===== src/rtl/sprite_blitter.sv =====
// Sprite blitter: composites 16x16 4-bit-indexed sprites from the sprite ROM
// into the packed frame buffer while it owns SRAM during the drawer's blank window.
module sprite_blitter #(
  parameter logic [19:0] BUFFER_START = 20'h00000,
  parameter int unsigned ROW_BYTES    = 128,
  parameter int unsigned ROWS         = 120,
  parameter int unsigned SPR_DIM      = 16
) (
  input  logic        clk,
  input  logic        reset,
  input  logic        blitterStart,
  output logic        ackBack,
  output logic        enable,
  input  logic        acknowladge,
  output logic        inControl,
  input  logic        spr_valid,
  output logic        spr_ready,
  input  logic        spr_last,
  input  logic [8:0]  spr_x,
  input  logic [7:0]  spr_y,
  input  logic [3:0]  spr_id,
  output logic [11:0] rom_addr,
  input  logic [3:0]  rom_data,
  output logic [19:0] SRAM_ADDR,
  input  logic [15:0] SRAM_DQ_in,
  output logic [15:0] SRAM_DQ_out,
  output logic        SRAM_DQ_oe,
  output logic        SRAM_CE_N,
  output logic        SRAM_OE_N,
  output logic        SRAM_WE_N,
  output logic        SRAM_UB_N,
  output logic        SRAM_LB_N
);

  localparam int unsigned CW = $clog2(SPR_DIM);

  typedef enum logic [3:0] {
    HANDOFF, WAIT_START, TAKE, DESC, ROM_A, ROM_D, RD, RD_LAT, WR, NEXT, RELEASE
  } state_t;

  state_t          state_q;
  logic [8:0]      x_q;
  logic [7:0]      y_q;
  logic [3:0]      id_q;
  logic            last_q;
  logic [CW-1:0]   row_q, col_q;
  logic [3:0]      pix_q;
  logic            odd_q;

  logic            ack_back_q, enable_q, in_control_q, spr_ready_q;
  logic [11:0]     rom_addr_q;
  logic [19:0]     sram_addr_q;
  logic [15:0]     dq_out_q;
  logic            dq_oe_q, ce_n_q, oe_n_q, we_n_q, ub_n_q, lb_n_q;

  logic [9:0]      px_d;
  logic [8:0]      py_d;
  logic            clip_d;
  logic [19:0]     addr_d;
  logic [7:0]      merged_d;
  logic            col_end, row_end;
  logic [CW-1:0]   col_d, row_d;
  logic            unused_dq_hi;

  // Pixel position, clipping and byte address for the current sprite pixel
  always_comb begin
    px_d     = 10'(x_q) + 10'(col_q);
    py_d     = 9'(y_q) + 9'(row_q);
    clip_d   = (px_d >= 10'(2 * ROW_BYTES)) || (py_d >= 9'(ROWS));
    addr_d   = BUFFER_START + 20'(py_d) * 20'(ROW_BYTES) + 20'(px_d[9:1]);
    merged_d = odd_q ? {SRAM_DQ_in[7:4], pix_q} : {pix_q, SRAM_DQ_in[3:0]};
    col_end  = (col_q == CW'(SPR_DIM - 1));
    row_end  = (row_q == CW'(SPR_DIM - 1));
    col_d    = col_end ? '0 : col_q + CW'(1);
    row_d    = col_end ? row_q + CW'(1) : row_q;
  end

  assign unused_dq_hi = ^SRAM_DQ_in[15:8];

  always_ff @(posedge clk) begin
    if (reset) begin
      state_q      <= HANDOFF;
      x_q          <= '0;
      y_q          <= '0;
      id_q         <= '0;
      last_q       <= 1'b0;
      row_q        <= '0;
      col_q        <= '0;
      pix_q        <= '0;
      odd_q        <= 1'b0;
      ack_back_q   <= 1'b0;
      enable_q     <= 1'b0;
      in_control_q <= 1'b0;
      spr_ready_q  <= 1'b0;
      rom_addr_q   <= '0;
      sram_addr_q  <= '0;
      dq_out_q     <= '0;
      dq_oe_q      <= 1'b0;
      ce_n_q       <= 1'b1;
      oe_n_q       <= 1'b1;
      we_n_q       <= 1'b1;
      ub_n_q       <= 1'b1;
      lb_n_q       <= 1'b1;
    end else begin
      ack_back_q  <= 1'b0;
      spr_ready_q <= 1'b0;
      case (state_q)
        HANDOFF, RELEASE: begin
          in_control_q <= 1'b0;
          if (acknowladge) begin
            enable_q <= 1'b0;
            state_q  <= WAIT_START;
          end else begin
            enable_q <= 1'b1;
          end
        end
        WAIT_START: begin
          if (blitterStart) begin
            ack_back_q   <= 1'b1;
            in_control_q <= 1'b1;
            ce_n_q       <= 1'b0;
            state_q      <= TAKE;
          end
        end
        TAKE: state_q <= DESC;
        DESC: begin
          if (spr_valid) begin
            x_q         <= spr_x;
            y_q         <= spr_y;
            id_q        <= spr_id;
            last_q      <= spr_last;
            row_q       <= '0;
            col_q       <= '0;
            spr_ready_q <= 1'b1;
            rom_addr_q  <= 12'({spr_id, CW'(0), CW'(0)});
            state_q     <= ROM_A;
          end
        end
        ROM_A: state_q <= ROM_D;
        // Transparent or off-screen pixels never touch SRAM
        ROM_D: begin
          if ((rom_data == 4'h0) || clip_d) begin
            state_q <= NEXT;
          end else begin
            sram_addr_q <= addr_d;
            pix_q       <= rom_data;
            odd_q       <= px_d[0];
            oe_n_q      <= 1'b0;
            lb_n_q      <= 1'b0;
            state_q     <= RD;
          end
        end
        RD: state_q <= RD_LAT;
        RD_LAT: begin
          dq_out_q <= {8'h00, merged_d};
          oe_n_q   <= 1'b1;
          we_n_q   <= 1'b0;
          ub_n_q   <= 1'b1;
          dq_oe_q  <= 1'b1;
          state_q  <= WR;
        end
        WR: begin
          we_n_q  <= 1'b1;
          lb_n_q  <= 1'b1;
          dq_oe_q <= 1'b0;
          state_q <= NEXT;
        end
        NEXT: begin
          col_q <= col_d;
          row_q <= row_d;
          if (row_end && col_end) begin
            if (last_q) begin
              enable_q     <= 1'b1;
              in_control_q <= 1'b0;
              ce_n_q       <= 1'b1;
              state_q      <= RELEASE;
            end else begin
              state_q <= DESC;
            end
          end else begin
            rom_addr_q <= 12'({id_q, row_d, col_d});
            state_q    <= ROM_A;
          end
        end
        default: state_q <= HANDOFF;
      endcase
    end
  end

  assign ackBack     = ack_back_q;
  assign enable      = enable_q;
  assign inControl   = in_control_q;
  assign spr_ready   = spr_ready_q;
  assign rom_addr    = rom_addr_q;
  assign SRAM_ADDR   = sram_addr_q;
  assign SRAM_DQ_out = dq_out_q;
  assign SRAM_DQ_oe  = dq_oe_q;
  assign SRAM_CE_N   = ce_n_q;
  assign SRAM_OE_N   = oe_n_q;
  assign SRAM_WE_N   = we_n_q;
  assign SRAM_UB_N   = ub_n_q;
  assign SRAM_LB_N   = lb_n_q;

endmodule


===== config.mk =====
export PLATFORM = sky130hd
export DESIGN_NAME = sprite_blitter
export DESIGN_NICKNAME = d
export VERILOG_FILES = /design/src/rtl/sprite_blitter.sv
export SDC_FILE = /design/constraint.sdc
export NUM_CORES = 1
export LEC_CHECK = 0
export CAP_MARGIN = 20
export CORE_AREA = 2 2 113 159
export CTS_CLUSTER_DIAMETER = 30
export DETAILED_ROUTE_END_ITERATION = 16
export DIE_AREA = 0 0 115 161
export GPL_TIMING_DRIVEN = 0
export PLACE_DENSITY = 0.48
export REMOVE_ABC_BUFFERS = 1
export SYNTH_ARGS = -nofsm -noshare
export SYNTH_HDL_FRONTEND = slang
export SYNTH_SLANG_ARGS = --single-unit

===== constraint.sdc =====
create_clock -name clk -period 6.69 [get_ports clk]
set_input_delay 1.6725 -clock clk [delete_from_list [all_inputs] [get_ports clk]]
set_output_delay 1.6725 -clock clk [all_outputs]
set_load 0.05 [all_outputs]

==> out/metrics.yaml, run 1 <==
status: "finished clean"
grt_pass1_vias: 3688
antenna_found_initial: 0
synthTopCellsByArea: "dfxtp_1 40%, a21oi_1 8.3%, nand2_1 7.4%"
placed_cell_area_um2: 5170
wl_per_cell_um: 14.8
period_share_pct: 53.6
synth_top_area_share_pct: 40.2
yosysUniqueCellTypes: 60
worstPathArrival_ns: 3.82
netlist_area_um2: 4230
synth_top_cell_by_area: "dfxtp_1"
start_util_pct: 24.7
slew_violations: 0
muxShareOfSynthArea_pct: 2.39
placementRows: 57
ys_ff_latch: 85
drv_cap: 0
synth-xor-area-share_pct: 3.90
synth_edf_count: 0
die_y_um: 161
required_ns: 6.92
ant_nets: 0
overflow: 0
max_freq_mhz: 279
nets: 642
maxSlewHeadroom_pct: 34.2
synth_compound_area_share_pct: 22.2
gp_congestion: 0.755
h-tree-depth: 3
ctsResizeCount: 0
tns_ns: 0
clk_latency_ns: 0.35
async_flop_share_pct: 0
crit_type: "in2reg"
drc: 0
syn_inst: 514
area_growth_pct: 30.4
p_per_area_nw_per_um2: 218
n_antenna_cell: 0
ys_dominant_reg_cell: "dfxtp_1"
reg2reg_slack_ns: 3.22
clock-skew-final_ns: 0.00751
root_buffer: "clkbuf_16"
tightest_slew_ns: 0.986
yosysSeqAreaShare_pct: 40.2
clock_path_buffers: 2
setup_ws_ns: 3.10
cp_cell_sequence: "clkdlybuf4s50_1 > nor4_1 > a311oi_1 > and2_1 > nand2_2 > a221o_1"
crit_path_top_delay_cell: "and2_1"
vdd_ir_drop_max_v: 0.000104
cts_setup_buffers: 0
hold_violations: 0
finalSetupViolations: 0
synth.most_common_cell: "dfxtp_1"
critPathMaxFanout: 17
layout-drive-gt1-share_pct: 6.67
dr.pass1.iters: 4
hpwl_um: 8430
syn_area_per_cell_um2: 8.24
pin_count: 105
drtIter0Drc: 186
grtUsageTotal_pct: 12.7
cts_hold_buf: 0
worst_path_largest_cell_delay_ns: 0.62
port_buffers: 84
grt_pass1_wl_um: 18700
numCtsBuffers: 9
rsz0062_at_grt: "false"
cts_tree: "done"
cp-start-kind: "input port"
die_x_um: 115
via_per_inst: 4.80
clkSlewWorstSetupHoldPaths_ns: 0.07
synth-simple-area-share_pct: 20.1
cts.sinks: 85
synth_warnings: 0
synth_commonest_cells: "85 x dfxtp_1, 83 x nand2_1, 70 x a21oi_1"
wirelength_um: 11700
grt_max_degree: 81
fp.coreArea_um2: 17100
synth_top_family_by_area: "compound AO/OA/AOI/OAI gates"
power_w: 0.00121
dieArea_um2: 18500
cp-end-kind: "flip-flop"
finalCriticalPeriod_ns: 3.59
design_area_um2: 5520
dp_slack_ns: 2.72
hold_class: "reg2reg"
leakagePower_nw: 1.94
synth_fa_ha_area_share_pct: 4.97
vias: 3794
## area by class of cell
cell class / count / area [µm²]
clock buffer: 9 / 225
timing repair buffer: 86 / 861
clock inverter: 7 / 123
inverter: 10 / 37.5
sequential: 85 / 1700
fill: 1852 / 11600
tap: 206 / 258
multi-input combinational: 388 / 2310
## cell usage in the layout (no fill, tap or decap), drive strengths merged, types with 4 or more instances in the layout
| cell type | netlist | routed |
|---|---|---|
| dfxtp | 85 | 85 |
| nand2 | 84 | 84 |
| clkdlybuf4s50 | 0 | 83 |
| a21oi | 72 | 72 |
| nor2 | 41 | 41 |
| nand3 | 25 | 25 |
| o21ai | 21 | 21 |
| a211oi | 18 | 18 |
| ha | 12 | 12 |
| conb | 2 | 12 |
| xnor2 | 11 | 11 |
| inv | 10 | 11 |
| mux2i | 9 | 9 |
| clkbuf | 20 | 9 |
| and3 | 8 | 8 |
| xor2 | 7 | 7 |
| a311oi | 6 | 6 |
| nor3 | 6 | 6 |
| nor4 | 6 | 6 |
| nor2b | 4 | 4 |
| a31oi | 4 | 4 |
## cell families after synthesis
kind of cell,after synthesis
fa+ha+maj,15
compound gates,145
other cells,2
simple gates,188
xor+xnor,18
buf+inv,51
mux,10
flops,85
## flip-flops by register name (all words and copies together), names as in the netlist, 4 cells and up
register / flops
SRAM_ADDR: 17
SRAM_DQ_out: 8
col_q: 4
id_q: 4
pix_q: 4
rom_addr: 12
row_q: 4
state_q: 4
x_q: 9
y_q: 8
## worst paths after layout
path | cells after the start | to | from
hold reg to reg | 2 | rom_addr[4] | rom_addr[4]
hold / removal | 2 | rom_addr[4] | rom_addr[4]
setup reg to reg | 13 | SRAM_ADDR[13] | col_q[0]
setup / recovery | 6 | SRAM_LB_N | rom_data[0]
## power by group
group	leakage [nW]	internal [W]	switching, W
Sequential	0.686	0.000512	0.00000779
Combinational	1.08	0.0000388	0.0000599
Clock	0.168	0.000367	0.000219
Total	1.94	0.000918	0.000287
## per-layer routing
layer / global-route usage (%) / part of all wire (%) / wire (µm)
met5: 0 / 0 / 0
met4: 4.55 / 1.5 / 174
met3: 2.33 / 3.8 / 447
met2: 22.5 / 53 / 6160
met1: 15.1 / 42 / 4920
## metrics by stage
stage	hold slack (ns)	utilization (%)	instances
detailed placement	0.446	30.2	775
global route	0.477	32.2	791
global placement	0.444	30.1	773
CTS	0.455	32.2	791
finish	0.455	32.2	791
floorplan	0.431	-	483
## worst max-delay path: cells and delay by family
family / cells / cell delay [ns]
AOI/OAI and AO/OA: 2 / 0.65
buffers and inverters: 1 / 0.50
and+or+nand+nor: 3 / 0.99
No activity file was read; power rests on OpenSTA's default activity.
==> run 2: changes to the inputs <==
- clock period: 6.69 -> 3.7 ns (I/O delays scaled with it)
==> out/metrics.yaml, run 2 (same netlist as run 1, synthesis figures left out) <==
cp-end-kind: "flip-flop"
numCtsBuffers: 9  # unchanged
cp-start-kind: "flip-flop"
leakagePower_nw: 1.94  # about the same
tightest_slew_ns: 0.985  # -0.00164 ns
period_share_pct: 89.8
rsz0062_at_grt: "false"
max_freq_mhz: 301
cts_hold_buf: 0  # unchanged
largest_reg_flops: 17  # unchanged
critPathMaxFanout: 5  # -12
grt_max_degree: 81  # unchanged
finalSetupViolations: 0  # unchanged
fill_cells: 1851  # -0.054%
wirelength_um: 11700  # about the same
crit_type: "reg2reg"
cts_tree: "done"
final_cell_mix: "85 x dfxtp_1, 83 x nand2_1, 83 x clkdlybuf4s50_1"
start_util_pct: 24.7  # unchanged
area_growth_pct: 30.4  # about the same
power_w: 0.00218  # +81%
slew_violations: 0  # unchanged
antenna_found_initial: 0  # unchanged
p_per_area_nw_per_um2: 395  # +81%
nets: 642  # unchanged
fp.coreArea_um2: 17100  # unchanged
die_y_um: 161  # unchanged
ant_nets: 0  # unchanged
drc: 0  # unchanged
die_x_um: 115  # unchanged
root_buffer: "clkbuf_16"
overflow: 0  # unchanged
hpwl_um: 8430  # unchanged
clkSlewWorstSetupHoldPaths_ns: 0.07  # about the same
status: "finished clean"
cts.sinks: 85  # unchanged
placementRows: 57  # unchanged
dr.pass1.iters: 4  # unchanged
clk_latency_ns: 0.35  # about the same
gp_congestion: 0.755  # unchanged
hold_class: "reg2reg"
wl_per_cell_um: 14.8  # about the same
dieArea_um2: 18500  # unchanged
mostFrequentLayoutCell: "dfxtp_1"
drv_cap: 0  # unchanged
grt_pass1_vias: 3688  # unchanged
grtUsageTotal_pct: 12.7  # unchanged
via_per_inst: 4.79  # -0.16%
clock-skew-final_ns: 0.00751  # unchanged
drtIter0Drc: 185  # -0.54%
clock_path_buffers: 2  # unchanged
h-tree-depth: 3  # unchanged
port_buffers: 84  # unchanged
vias: 3788  # -0.16%
maxSlewHeadroom_pct: 34.3  # +0.11 points
worstPathArrival_ns: 3.54  # -0.28 ns
vdd_ir_drop_max_v: 0.000188  # +81%
layout-drive-gt1-share_pct: 6.67  # unchanged
grt_pass1_wl_um: 18700  # unchanged
finalCriticalPeriod_ns: 3.32
hold_violations: 0  # unchanged
n_antenna_cell: 0  # unchanged
required_ns: 3.91  # -3.01 ns
timing.hold.ws_ns: 0.455  # unchanged
finalCoreUtilization_pct: 32.2  # about the same
cts_setup_buffers: 0  # unchanged
pin_count: 105  # unchanged
run 2: cell types whose count changed in the layout (fill, tap and decap cells not counted):
cell,delta
a2111oi_0,-1
a2111oi_1,+1
run 2: repair_timing:
item / in CTS / in global routing
hold endpoints to repair: 0 / 0
resized for setup: 0 / 1
endpoints found under the setup margin: 0 / 1
run 2: critical path, stage by stage, from the launching register on:
cell	delay, ns
dfxtp_1	0.36
ha_1	0.23
fa_1	0.40
nand3_1	0.16
a21boi_4	0.08
xnor2_2	0.18
inv_2	0.06
ha_1	0.23
fa_1	0.47
nand2_1	0.08
nor3_1	0.08
o2111a_1	0.16
a2111oi_1	0.56
o21ai_1	0.14
run 2: metal layers:
metal	vias to the layer above	global-route usage [%]	part of all wire, %
met5	-	0	0
met4	0	4.55	1.5
met3	14	2.33	3.8
met2	78	22.5	53
met1	1768	15.1	42
li1	1928	-	-
run 2: power by group:
part | switching, W | leakage [nW] | total (W) | internal (W)
Sequential | 0.0000141 | 0.686 | 0.000939 | 0.000925
Combinational | 0.000108 | 1.08 | 0.000179 | 0.0000703
Clock | 0.000397 | 0.168 | 0.00106 | 0.000664
run 2: stage by stage:
step / setup TNS, ns / area [µm²] / worst slack [ns] / cells
final: 0 / 5520 / 0.379 / 791
after global routing: 0 / 5520 / 0.0231 / 791
after CTS: 0 / 5520 / 0.150 / 791
after detailed placement: 0 / 5170 / 0.158 / 775
after global placement: -23.57 / 5150 / -1.29 / 773
after floorplan: 0 / 4050 / 0.865 / 483
run 2: cell type report:
class                   count  area (µm²)  share of cell area [%]
inverters                  10        37.5                   0.680
repair buffers             86         861                    15.6
multi-input cells         388        2310                    41.9
well taps                 206         258                    4.67
flip-flops and latches     85        1700                    30.8
clock buffers               9         225                    4.08
clock inverters             7         123                    2.22
run 2: path summary, 6_finish.rpt:
path,start,to,slack (ns),cells past startpoint
setup / recovery,col_q[0],SRAM_ADDR[13],0.38,13
hold / removal,rom_addr[4],rom_addr[4],0.45,2
setup reg to reg,col_q[0],SRAM_ADDR[13],0.38,13
hold reg to reg,rom_addr[4],rom_addr[4],0.45,2
